### src/rtl/exec_writeback_unit.sv
// exec_writeback_unit: single-issue execute/writeback stage with ALU, load/store
// requests, status flags and halt, using operand forwarding from the last writeback.
module exec_writeback_unit #(
   parameter int DATA_W = 16,
   parameter int REG_AW = 4,
   parameter int MEM_AW = 8
) (
   input  logic              clk,
   input  logic              rst,
   input  logic              in_valid,
   output logic              in_ready,
   input  logic [3:0]        opcode,
   input  logic [REG_AW-1:0] dest_reg,
   input  logic [DATA_W-1:0] src_val1,
   input  logic [DATA_W-1:0] src_val2,
   input  logic [MEM_AW-1:0] mem_addr,
   input  logic              fwd1,
   input  logic              fwd2,
   output logic              wb_en,
   output logic [REG_AW-1:0] wb_reg,
   output logic [DATA_W-1:0] wb_val,
   output logic [MEM_AW-1:0] mem_addr_out,
   output logic [DATA_W-1:0] mem_wdata,
   output logic              mem_we,
   output logic              mem_re,
   input  logic [DATA_W-1:0] mem_rdata,
   input  logic              mem_rvalid,
   output logic [4:0]        psw,
   output logic              powerdown
);
   typedef enum logic [1:0] {IDLE, LOAD_WAIT, HALTED} state_t;
   state_t state_q, state_d;
   logic              wb_en_q, wb_en_d, mem_we_q, mem_we_d;
   logic [REG_AW-1:0] wb_reg_q, wb_reg_d;
   logic [DATA_W-1:0] wb_val_q, wb_val_d, mem_wdata_q, mem_wdata_d;
   logic [MEM_AW-1:0] mem_addr_q, mem_addr_d;
   logic [4:0]        psw_q, psw_d;
   logic [DATA_W-1:0] op1, op2, res;
   logic [DATA_W:0]   sum, diff, shl_t, shr_t;
   logic [2*DATA_W-1:0] prod;
   logic              c, v, accept;
   // wb_val only changes on writeback, so it doubles as the forwarding register
   assign op1    = fwd1 ? wb_val_q : src_val1;
   assign op2    = fwd2 ? wb_val_q : src_val2;
   assign sum    = {1'b0, op1} + {1'b0, op2};
   assign diff   = {1'b0, op1} - {1'b0, op2};
   assign prod   = {{DATA_W{1'b0}}, op1} * {{DATA_W{1'b0}}, op2};
   assign shl_t  = {1'b0, op1} << op2;
   assign shr_t  = {op1, 1'b0} >> op2;
   assign accept = in_valid && state_q == IDLE;
   always_comb begin
      res = '0;
      c   = 1'b0;
      v   = 1'b0;
      case (opcode)
         4'd2: begin
            res = sum[DATA_W-1:0];
            c   = sum[DATA_W];
            v   = (op1[DATA_W-1] == op2[DATA_W-1]) && (res[DATA_W-1] != op1[DATA_W-1]);
         end
         4'd3: begin
            res = diff[DATA_W-1:0];
            c   = diff[DATA_W];
            v   = (op1[DATA_W-1] != op2[DATA_W-1]) && (res[DATA_W-1] != op1[DATA_W-1]);
         end
         4'd4: begin
            res = prod[DATA_W-1:0];
            c   = |prod[2*DATA_W-1:DATA_W];
            v   = c;
         end
         4'd5: begin
            res = shl_t[DATA_W-1:0];
            c   = shl_t[DATA_W];
         end
         4'd6: begin
            res = shr_t[DATA_W:1];
            c   = shr_t[0];
         end
         4'd7:    res = op1 & op2;
         4'd8:    res = op1 | op2;
         4'd9:    res = ~op1;
         4'd10:   res = op1 ^ op2;
         default: res = '0;
      endcase
   end
   always_comb begin
      state_d     = state_q;
      wb_en_d     = 1'b0;
      wb_reg_d    = wb_reg_q;
      wb_val_d    = wb_val_q;
      mem_addr_d  = mem_addr_q;
      mem_wdata_d = mem_wdata_q;
      mem_we_d    = 1'b0;
      psw_d       = psw_q;
      if (state_q == LOAD_WAIT && mem_rvalid) begin
         state_d  = IDLE;
         wb_en_d  = 1'b1;
         wb_val_d = mem_rdata;
         psw_d    = {psw_q[4:3], ~|mem_rdata, mem_rdata[DATA_W-1], psw_q[0]};
      end else if (accept) begin
         if (opcode inside {[4'd2:4'd10]}) begin
            wb_en_d  = 1'b1;
            wb_reg_d = dest_reg;
            wb_val_d = res;
            psw_d    = {c, v, ~|res, res[DATA_W-1], psw_q[0]};
         end else if (opcode == 4'd1) begin
            state_d = HALTED;
         end else if (opcode == 4'd14) begin
            state_d    = LOAD_WAIT;
            mem_addr_d = mem_addr;
            wb_reg_d   = dest_reg;
         end else if (opcode == 4'd15) begin
            mem_we_d    = 1'b1;
            mem_addr_d  = mem_addr;
            mem_wdata_d = op1;
         end else if (opcode != 4'd0) begin
            psw_d[0] = 1'b1;
         end
      end
   end
   always_ff @(posedge clk or posedge rst) begin
      if (rst) begin
         state_q     <= IDLE;
         wb_en_q     <= 1'b0;
         wb_reg_q    <= '0;
         wb_val_q    <= '0;
         mem_addr_q  <= '0;
         mem_wdata_q <= '0;
         mem_we_q    <= 1'b0;
         psw_q       <= '0;
      end else begin
         state_q     <= state_d;
         wb_en_q     <= wb_en_d;
         wb_reg_q    <= wb_reg_d;
         wb_val_q    <= wb_val_d;
         mem_addr_q  <= mem_addr_d;
         mem_wdata_q <= mem_wdata_d;
         mem_we_q    <= mem_we_d;
         psw_q       <= psw_d;
      end
   end
   assign in_ready     = state_q == IDLE;
   assign mem_re       = state_q == LOAD_WAIT;
   assign powerdown    = state_q == HALTED;
   assign wb_en        = wb_en_q;
   assign wb_reg       = wb_reg_q;
   assign wb_val       = wb_val_q;
   assign mem_addr_out = mem_addr_q;
   assign mem_wdata    = mem_wdata_q;
   assign mem_we       = mem_we_q;
   assign psw          = psw_q;
endmodule

### config.mk
export PLATFORM = sky130hd
export DESIGN_NAME = exec_writeback_unit
export DESIGN_NICKNAME = d
export VERILOG_FILES = /design/src/rtl/exec_writeback_unit.sv
export SDC_FILE = /design/constraint.sdc
export NUM_CORES = 1
export LEC_CHECK = 0
export ABC_CLOCK_PERIOD_IN_PS = 8000
export BUFFER_PORTS_ARGS = -buffer_cell sky130_fd_sc_hd__buf_2
export CORE_MARGIN = 1
export CORE_UTILIZATION = 45
export CTS_CLUSTER_SIZE = 16
export DETAILED_ROUTE_END_ITERATION = 10
export GPL_ROUTABILITY_DRIVEN = 0
export RECOVER_POWER = 50
export SLEW_MARGIN = 10
export SYNTH_ARGS = -nofsm -noshare
export SYNTH_HDL_FRONTEND = slang
export SYNTH_SLANG_ARGS = --single-unit
### constraint.sdc
create_clock -name clk -period 8 [get_ports clk]
set_input_delay 1.6 -clock clk [delete_from_list [all_inputs] [get_ports clk]]
set_output_delay 1.6 -clock clk [all_outputs]
set_load 0.01 [all_outputs]
==> results.json <==
{
  "drt-pass1-iter-count": 6,
  "yosys_most_used_dff": "dfrtp_1",
  "critPathKind": "input port to register",
  "ys_async_sr_fraction_pct": 100,
  "ys_ff_latch": 53,
  "area_growth_pct": 26.4,
  "cts_buffers": 5,
  "hold_path_class": "register to register",
  "critPathMaxFanout": 8,
  "dieWidth_um": 184,
  "grt_pass1_wl_um": 89600,
  "maxSlewHeadroom_pct": -94.4,
  "rsz0062_at_grt": "yes",
  "crit_path_start_kind": "input port",
  "slew_violations": 54,
  "yosys_warnings": 0,
  "ctsRootBufferMaster": "clkbuf_16",
  "clkLatencyLatePin_ns": 0.30,
  "cp.arrival_ns": 8.28,
  "status": "finished with violations",
  "synth_edf_count": 0,
  "cts_sinks": 53,
  "syn_nets": 2259,
  "start_util_pct": 45.9,
  "reg2reg_from": "wb_val[12]",
  "reg2reg_setup_slack_ns": 0.94,
  "period_share_pct": 101,
  "fp.dieH_um": 184,
  "h-tree-depth": 2,
  "grtUsageTotal_pct": 35.0,
  "diodes": 0,
  "detail-route-antenna-nets": 0,
  "grt_pass1_vias": 15300,
  "ys_seq_area_share_pct": 8.86,
  "grt_antenna_before_repair": 1,
  "via_per_inst": 5.97,
  "synth_area_per_cell_um2": 8.13,
  "vias": 15600,
  "utilization_pct": 58.0,
  "core_area_mm2": 0.0326,
  "drtIter0Drc": 1799,
  "min_period_ns": 8.12,
  "worst_pin_slew_ns": 2.92,
  "clk_path_buf_depth": 2,
  "fmax_ghz": 0.123,
  "synthCells": 1841,
  "tritoncts": "yes",
  "nNetsFinal": 2592,
  "port_buffers": 123,
  "wl_per_cell_um": 22.3,
  "cp_slowest_cell": "fa_1",
  "hold_violations": 0,
  "setup_violations": 2,
  "final_common_cell": "buf_4",
  "r2r-end": "psw[4]",
  "cpPeakStageDelay_ns": 0.51,
  "worst_slack_ns": -0.118,
  "min_to": "mem_wdata[6]",
  "num_io_pins": 124,
  "die-area_mm2": 0.0340,
  "wl_um": 58400,
  "synth_cell_types": 87,
  "synth_area_mm2": 0.0150,
  "drive_gt1_share_pct": 25.7,
  "reg2regPathDepth": 22,
  "skew_ns": 0.00744,
  "setup_tns_ns": -0.145,
  "layout_common_cells": "buf_4 (262), inv_1 (246), nand2_1 (219), nor2_1 (201), fa_1 (189)",
  "cp-startpoint": "fwd1",
  "grt-ovfl-total": 0,
  "route.detailed.drc": 0,
  "violations": "max-capacitance violations, max-slew violations, negative setup slack",
  "holdPathStages": 2,
  "dp_hpwl_um": 47800,
  "fill_cells": 3050,
  "max_cap_violations": 1,
  "hp-start": "mem_wdata[6]",
  "grt_max_degree": 54,
  "clk_pin_slew_worst_paths_ns": 0.08,
  "crit_required_ns": 8.16,
  "path_cells": "buf_8 -> buf_12 -> mux2i_4 -> buf_6 -> clkinvlp_4 -> buf_4 -> buf_4 -> ha_1 -> fa_1 -> inv_1 -> fa_1 -> fa_1 -> inv_1 -> fa_1 -> ha_1 -> ha_1 -> ha_1 -> or2_2 -> a311o_1 -> or3_4 -> a2111oi_4 -> nand4_1 -> o311ai_4 -> o211ai_1",
  "worstSetupEndpointType": "register",
  "row_count": 66
}
-- cells in the mapped netlist, types with 12 or more instances --
cell type / instances / area [um2]
nor3_1: 23 / 115
nor2_1: 204 / 766
nand2_1: 222 / 833
o22ai_1: 25 / 156
buf_1: 14 / 52.6
dfrtp_1: 53 / 1330
a211oi_1: 31 / 233
nor4_1: 12 / 75.1
a21o_1: 17 / 128
nand3_1: 19 / 95.1
clkinv_1: 12 / 45.0
inv_1: 263 / 987
clkbuf_1: 57 / 214
mux2i_1: 55 / 551
nor2b_1: 12 / 75.1
a221oi_1: 14 / 123
a22oi_1: 21 / 158
ha_1: 152 / 1900
xnor2_1: 27 / 236
a31oi_1: 18 / 113
mux2_2: 14 / 158
o21ai_0: 87 / 435
o211ai_1: 21 / 158
a21oi_1: 67 / 335
fa_1: 196 / 3920
-- how the worst max path moves through the flow --
| stage | endpoint | slack, ns |
|---|---|---|
| after floorplan | psw[4] | 0.005 |
| after global placement | psw[4] | -0.78 |
| after detailed placement | psw[4] | -0.95 |
| after CTS | psw[4] | -0.09 |
| after global routing | psw[4] | -0.29 |
| final | psw[4] | -0.12 |
-- layout make-up --
class / count / area (um2) / share of cell area (%)
flip-flops and latches: 53 / 1330 / 7.01
well taps: 442 / 553 / 2.92
multi-input cells: 1417 / 12700 / 67.3
clock buffers: 5 / 125 / 0.661
clock inverters: 3 / 43.8 / 0.231
repair buffers: 417 / 3050 / 16.1
inverters: 280 / 1080 / 5.69
-- critical path: cells and delay by family --
kind	cells	cell delay, ns
compound gates	4	1.27
fa+ha+maj	8	3.18
buf+inv	8	1.01
mux	1	0.25
simple gates	3	0.95
-- cells by family after synthesis --
logic type,synth area share (%)
AOI/OAI and AO/OA,17.8
xor gates and xnor gates,2.05
adders and majority gates,38.9
buffers and inverters,10.2
DFF,8.86
muxes,5.61
and+or+nand+nor,16.5
-- metal layers --
metal / track usage, % / part of all wire (%) / vias to the layer above
met2: 54.1 / 44 / 869
met4: 19.9 / 7.2 / 0
met5: 0 / 0 / -
li1: - / - / 6881
met1: 46.4 / 40 / 7640
met3: 5.51 / 9.1 / 232
-- what timing repair did --
action	in CTS	in global routing
hold buffers	0	0
endpoints found under the hold margin	0	0
buffers inserted	22	5
endpoints found under the setup margin	6	4
pin swaps	52	33
gates resized for setup	86	51
-- per-stage QoR --
stage                     instance area [um2]  std cells  setup WS (ns)  hold slack [ns]
after floorplan                         15300       1841        0.00500            0.496
after global placement                  18000       2582         -0.776            0.460
after detailed placement                18000       2582         -0.954            0.466
after CTS                               18800       2612        -0.0851            0.482
after global routing                    18900       2617         -0.289            0.500
final                                   18900       2617         -0.118            0.482
Power is not shown: default switching activity piles up to over one toggle a cycle in this logic, so the estimate is an artifact.
